===== config.mk =====
export PLATFORM = sky130hd
export DESIGN_NAME = imem_line_buffer
export DESIGN_NICKNAME = d
export VERILOG_FILES = /design/src/rtl/imem_line_buffer.sv
export SDC_FILE = /design/constraint.sdc
export NUM_CORES = 1
export LEC_CHECK = 0
export ABC_AREA = 1
export CORE_MARGIN = 2
export CORE_UTILIZATION = 35
export CTS_CLUSTER_DIAMETER = 40
export CTS_CLUSTER_SIZE = 10
export DETAILED_ROUTE_END_ITERATION = 12
export PLACE_DENSITY = 0.53
export SETUP_SLACK_MARGIN = 0.02
export SYNTH_ARGS = -nofsm -noshare
export SYNTH_HDL_FRONTEND = slang
export SYNTH_SLANG_ARGS = --single-unit

===== constraint.sdc =====
create_clock -name clk -period 8.35 [get_ports clk]
set_input_delay 1.67 -clock clk [delete_from_list [all_inputs] [get_ports clk]]
set_output_delay 1.67 -clock clk [all_outputs]
set_load 0.01 [all_outputs]

===== src/rtl/imem_line_buffer.sv =====
// Single-line instruction buffer answering fetch requests; refills the line
// word by word from the backing memory port on a miss.
module imem_line_buffer #(
    parameter int WORD_LENGTH = 32,
    parameter int ADDR_WIDTH  = 32,
    parameter int LINE_WORDS  = 4
) (
    input  logic                   clk,
    input  logic                   rst,
    input  logic                   reqValid,
    output logic                   reqReady,
    input  logic [ADDR_WIDTH-1:0]  reqAddr,
    output logic                   rspValid,
    input  logic                   rspReady,
    output logic [WORD_LENGTH-1:0] rspInstr,
    output logic                   rspErr,
    input  logic                   flush,
    output logic                   memReq,
    output logic [ADDR_WIDTH-1:0]  memAddr,
    input  logic                   memAck,
    input  logic [WORD_LENGTH-1:0] memData,
    input  logic                   memErr
);

    localparam int IDX_W = $clog2(LINE_WORDS);
    localparam int TAG_W = ADDR_WIDTH - IDX_W - 2;

    typedef enum logic {
        IDLE = 1'b0,
        FILL = 1'b1
    } state_t;

    state_t                 r_state;
    logic                   r_up;
    logic                   r_line_valid;
    logic                   r_flushed;
    logic [TAG_W-1:0]       r_tag;
    logic [IDX_W-1:0]       r_idx;
    logic [IDX_W-1:0]       r_cnt;
    logic [WORD_LENGTH-1:0] r_line [LINE_WORDS];
    logic                   r_rsp_valid;
    logic                   r_rsp_err;
    logic [WORD_LENGTH-1:0] r_rsp_instr;

    logic [1:0]             w_offset;
    logic [IDX_W-1:0]       w_idx;
    logic [TAG_W-1:0]       w_tag;
    logic                   w_accept;
    logic                   w_hit;
    logic                   w_last;
    logic [WORD_LENGTH-1:0] w_fill_word;

    assign w_offset = reqAddr[1:0];
    assign w_idx    = reqAddr[IDX_W+1:2];
    assign w_tag    = reqAddr[ADDR_WIDTH-1:IDX_W+2];
    assign w_accept = reqValid && reqReady;
    assign w_hit    = r_line_valid && (w_tag == r_tag) && !flush;
    assign w_last   = (r_cnt == IDX_W'(LINE_WORDS - 1));
    // The last word is still on memData when the fill completes.
    assign w_fill_word = (r_idx == r_cnt) ? memData : r_line[r_idx];

    // r_up holds reqReady low until the first edge after reset releases.
    assign reqReady = r_up && (r_state == IDLE) && (!r_rsp_valid || rspReady);
    assign rspValid = r_rsp_valid;
    assign rspInstr = r_rsp_instr;
    assign rspErr   = r_rsp_err;
    assign memReq   = (r_state == FILL);
    assign memAddr  = {r_tag, r_cnt, 2'b00};

    // Request handling, line refill and response register.
    always_ff @(posedge clk or posedge rst) begin
        if (rst) begin
            r_state      <= IDLE;
            r_up         <= 1'b0;
            r_line_valid <= 1'b0;
            r_flushed    <= 1'b0;
            r_tag        <= '0;
            r_idx        <= '0;
            r_cnt        <= '0;
            r_rsp_valid  <= 1'b0;
            r_rsp_err    <= 1'b0;
            r_rsp_instr  <= '0;
            for (int i = 0; i < LINE_WORDS; i++) begin
                r_line[i] <= '0;
            end
        end else begin
            r_up <= 1'b1;
            if (r_rsp_valid && rspReady) begin
                r_rsp_valid <= 1'b0;
            end
            case (r_state)
                IDLE: begin
                    if (flush) begin
                        r_line_valid <= 1'b0;
                    end
                    if (w_accept) begin
                        if (w_offset != 2'b00) begin
                            r_rsp_valid <= 1'b1;
                            r_rsp_err   <= 1'b1;
                            r_rsp_instr <= '0;
                        end else if (w_hit) begin
                            r_rsp_valid <= 1'b1;
                            r_rsp_err   <= 1'b0;
                            r_rsp_instr <= r_line[w_idx];
                        end else begin
                            r_tag        <= w_tag;
                            r_idx        <= w_idx;
                            r_cnt        <= '0;
                            r_line_valid <= 1'b0;
                            r_flushed    <= 1'b0;
                            r_state      <= FILL;
                        end
                    end
                end
                FILL: begin
                    if (flush) begin
                        r_flushed <= 1'b1;
                    end
                    if (memAck) begin
                        if (memErr) begin
                            r_line_valid <= 1'b0;
                            r_cnt        <= '0;
                            r_state      <= IDLE;
                            r_rsp_valid  <= 1'b1;
                            r_rsp_err    <= 1'b1;
                            r_rsp_instr  <= '0;
                        end else begin
                            r_line[r_cnt] <= memData;
                            if (w_last) begin
                                r_cnt        <= '0;
                                r_state      <= IDLE;
                                r_line_valid <= !(r_flushed || flush);
                                r_rsp_valid  <= 1'b1;
                                r_rsp_err    <= 1'b0;
                                r_rsp_instr  <= w_fill_word;
                            end else begin
                                r_cnt <= r_cnt + IDX_W'(1);
                            end
                        end
                    end
                end
                default: begin
                    r_state <= IDLE;
                end
            endcase
        end
    end

endmodule


* After elaboration in Yosys (flattened, before gate mapping) *
Index checks and enable logic that the tools add are counted.

storage, ports and cells
  register bits after elaboration = 198
  bits in latches = 0
  memory bits (writable) = 0
  memory bits (read-only) = 0
  output and inout port bits = 68
  logic and storage cells = 114
  memories kept = 0

cells by class
  $add $sub $neg = 1
  multiply operators = 0
  div/mod/pow operators = 0
  order comparisons = 4
  eq/ne operators = 10
  shift-type cells = 0
  muxes and demuxes = 59
  bitwise operators = 7
  reduce and logical (&&, ||, !) cells = 19

operators with widths
  operator                                                                      count
  32-bit two-way mux                                                            12
  32-bit binary-select mux with 2-bit select                                    2
  128-bit bitwise mux                                                           1
  32-bit demux with 2-bit select                                                1
  32-bit case mux with 2 select lines                                           1
  1-bit two-way mux                                                             30
  28-bit == test                                                                1
  4-bit AND reduction                                                           4
  2-bit two-way mux                                                             6
  2-bit != test, second input constant                                          5
  1-bit case mux with 2 select lines                                            5
  3-bit greater-or-equal comparator, second input constant                      3
  2-bit NOT with 3-bit output                                                   3
  1-bit logical AND                                                             7
  3-bit by 2-bit != test with 1-bit output, second input constant               2
  1-bit NOT                                                                     4
  2-bit case mux with 2 select lines                                            1
  1-bit logical NOT                                                             3
  3-bit by 1-bit less-than comparator with 1-bit output, second input constant  1
  3-bit AND reduction                                                           1
  2-bit by 1-bit adder with 2-bit output, second input constant                 1
  2-bit == test                                                                 1
  2-bit == test, second input constant                                          1
  1-bit logical OR                                                              2
  other kinds (2)                                                               2

* Logic depth before layout (Yosys ltp) *
  depth in word-level cells = 9
  gate-level depth with buffers = 14
  mapped depth without buffers = 13

* Worst setup path after synthesis *
No wires, ideal clock.

  kind = input to output
  start = in rspReady
  end = out reqReady
  data arrival time = 1,911 ps
  data required time = 6,680 ps
  path slack = 4,769 ps
  cell stages on the path = 2
  path buffers = 0
  path through = o21ai_1 -> nor2_1

between the ends
  longest elaborated chain between the ends = 2

ends and longest elaborated chain
  item                line  source
  start: declaration  14    input logic rspReady,
  1-bit logical OR    63    assign reqReady = r_up && (r_state == IDLE) && (!r_rsp_valid || rspReady);
  1-bit logical AND   63
  end: declaration    11    output logic reqReady,

Every way passes these cells.

* Worst setup path in the final report *
Same ends and word-level chain as after synthesis.

==> results by group <==
Die
  – Floorplan core area: 28,940 um^2
  – Count of boundary I/O pins: 139
  – Die extent in x: 175.9 um
  – Chip height: 175.9 um
  – Cell row count: 62
  – Effective utilization at floorplan: 0.3576
  – Overall die area: 30,950 um^2

Synthesis
  – Async set or reset register ratio after synthesis: 1.000
  – Ranking of synthesized cells by area: dfrtp_1, nand2_1, o21ai_0
  – Synthesized area per cell: 7.803 um^2
  – Dominant register cell in the synthesized netlist: dfrtp_1
  – Top-area cell type share of the netlist area: 0.4789
  – Synth Instances: 1,326
  – EDFF count, synth: 0
  – #FFs+latches synth: 198
  – Synth area leader: dfrtp_1
  – Most repeated cell in the gate-level netlist after synthesis: nand2_1
  – Synth cell types: 27
  – Most numerous cell types in the synthesized netlist: nand2_1, o21ai_0, dfrtp_1
  – Syn. warnings: 0
  – Combined area of all synthesized cells: 10,350 um^2
  – Part of the Yosys area used for sequential elements: 0.4789

Setup path
  – Signal arrival time at the worst endpoint: 2880 ps
  – R2R Path End: rspInstr[18]
  – Slowest cell on the critical path: clkdlybuf4s50_1
  – Cell repeated most along the worst path: clkdlybuf4s50_1
  – Depth of the worst register-to-register path: 8
  – Buffer and inverter count on the worst path: 2
  – Register-to-register setup slack: 5390 ps
  – Logic depth of the worst path, buffers included: 4
  – Longest individual stage delay on the worst path: 550 ps
  – Nature of the critical path endpoint: output pin
  – Classification of the worst setup path: in -> out
  – Critical path, cell by cell: clkdlybuf4s50_1, o21ai_1, nor2_1, clkdlybuf4s50_1
  – Maximum fanout along the worst path: 2
  – Cell family contributing the most delay on the critical path: buffers and inverters
  – Startpoint of the lowest-slack register-to-register path: memReq
  – Worst path required time: 6680 ps
  – Startpoint kind of the worst setup timing path: input port

Placed design
  – IO buf count: 136
  – Detailed Place HPWL: 16.19 mm
  – Post-placement cell count: 1,766
  – RD Place Congestion: 0.7482
  – Total cell area at the placement stage: 11,910 um^2

Clock tree
  – Post-CTS repair timing setup buffer count: 0
  – Post-cts repair resize count: 0
  – Inserted Clock Buffers: 17
  – Clock latency on the worst-skew pair: 440 ps
  – Clock edge transition at the registers on the reported setup and hold paths: 70 ps
  – Clock root buffer: clkbuf_16
  – Hold Buf Count CTS: 0
  – Clock Tree Buf Depth: 2
  – Number of H-tree branching levels: 4
  – Sink Count: 198
  – CTS tree: yes

Power
  – Leakage power: 5.541 nW
  – Power per cell area: 313.2 nW/um^2
  – Worst voltage drop across the vdd grid: 0.1936 mV

Detailed routing
  – Routed wire per std cell: 15.49 um
  – Drc violations: 0
  – Total number of vias: 8,979
  – Post-DR vias/cell: 4.994
  – Drt first pass iters: 5
  – Count of routing violations after the opening detailed-route iteration: 612
  – Post-detailed-route count of antenna-violating nets: 0
  – Routed WL: 27.86 mm

STA
  – Slew HR: 0.2310
  – Final period util: 0.5449
  – RSZ-0062 raised after global routing: false
  – Max Freq: 0.2198 GHz
  – Post-route minimum period: 4550 ps
  – Final slew viol count: 0
  – Hold WS: 485.5 ps
  – Final hold violation count: 0
  – Final number of setup-violating endpoints: 0
  – Layout Skew: 12.05 ps
  – Worst-margin pin slew: 1153 ps
  – Fin Setup TNS: 0 ps

GRT
  – Global route total overflow: 0
  – Global-route wire length before repair: 46.06 mm
  – Antenna violations before repair: 0
  – Maximum number of pins on one net before global-route repair: 113
  – Number of global-route vias before repair: 8,720
  – Total routing resource utilization after global routing: 0.1861

Cells and area
  – Final Util: 0.4315
  – Number of fill cells in the layout: 2,892
  – Filler-free cell count of the finished design: 1,798
  – Post-layout instance area: 12,490 um^2
  – Net count of the finished layout: 1,476
  – Count of antenna diodes in the layout: 0
  – Fraction of layout instances using a drive strength above 1: 0.05092
  – Combined area of the multi-input logic cells: 4425 um^2
  – Synthesis-to-layout area growth: 20.68%
  – Sequential cell area: 4960 um^2

Worst hold path
  – Worst hold path depth: 2
  – End point of the most critical hold path: r_line[92]
  – Worst Hold Class: reg -> reg
  – Launch instance of the worst min-delay path: r_line[92]

Outcome
  – Run status: complete, no violations

Job
  – Number of max-cap violations: 0
layer usage:
layer  vias to the layer above  routed length [um]  track usage
met2                       189               12700       0.3036
met1                      4222               13430       0.2504
li1                       4545                   -            -
met4                         0                 335      0.04924
met3                        23                1383      0.04199
met5                         -                   0            0
layout by cell type (no fill, tap or decap), types with 21 or more instances in the layout:
| master | Yosys | final |
|---|---|---|
| a32oi_1 | 32 | 32 |
| dfrtp_1 | 198 | 196 |
| inv_1 | 151 | 150 |
| xnor2_1 | 22 | 22 |
| o211ai_1 | 59 | 59 |
| a21oi_1 | 65 | 65 |
| nand2_1 | 334 | 329 |
| nand3_1 | 56 | 56 |
| o21ai_1 | 21 | 21 |
| clkdlybuf4s50_1 | 0 | 135 |
| nor2_1 | 22 | 21 |
| o21ai_0 | 242 | 242 |
cell type report:
type / instances / share of cell area
Clock buffer: 19 / 0.03467
Multi-Input combinational cell: 881 / 0.3544
Tap cell: 384 / 0.03848
Sequential cell: 198 / 0.3972
Clock inverter: 13 / 0.01172
Inverter: 154 / 0.04700
Timing Repair Buffer: 149 / 0.1164
kinds of logic (layout without fill, tap and decap cells):
family | Yosys count | in the layout | share of synthesized area
AO/OA/AOI/OAI | 433 | 433 | 0.2394
AND/OR/NAND/NOR | 419 | 419 | 0.1613
buffers and inverters | 248 | 335 | 0.09614
flip-flops | 198 | 198 | 0.4789
XOR/XNOR | 22 | 22 | 0.01862
adder cells (fa/ha/maj) | 4 | 4 | 0.004838
other | 2 | 3 | 0.0007259
registers in the layout (all words and copies together), names as in the netlist, 2 cells and up:
name / cells
r_line: 128
rspInstr: 32
r_idx: 2
r_cnt: 2
r_tag: 28
per-stage QoR:
stage | power [mW] | setup WS [ps]
after detailed placement | 3.105 | 3709
final | 3.910 | 3800
after floorplan | 2.572 | 1283
after CTS | 3.959 | 3792
after global routing | 4.252 | 3740
after global placement | 3.074 | 3717
worst reg2reg max path: cells and delay by family, from the launching register on:
| kind | cells | cell delay, ps |
|---|---|---|
| AO/OA/AOI/OAI | 3 | 470 |
| buffers and inverters | 2 | 300 |
| AND/OR/NAND/NOR | 3 | 1590 |
| flip-flops | 1 | 510 |
how the worst max path moves through the flow:
stage | endpoint | start
finish | reqReady | rspReady
global route | reqReady | rspReady
CTS | reqReady | rspReady
detailed placement | rspValid | reqAddr[1]
global placement | rspValid | reqAddr[1]
floorplan | memReq | rst
power breakdown:
part / switching, mW / leakage (nW) / internal, mW
Combinational: 0.862 / 2.67 / 0.639
Sequential: 0.275 / 2.60 / 1.30
Clock: 0.387 / 0.273 / 0.447
Total: 1.52 / 5.54 / 2.39
(Power assumes the default switching activity.)
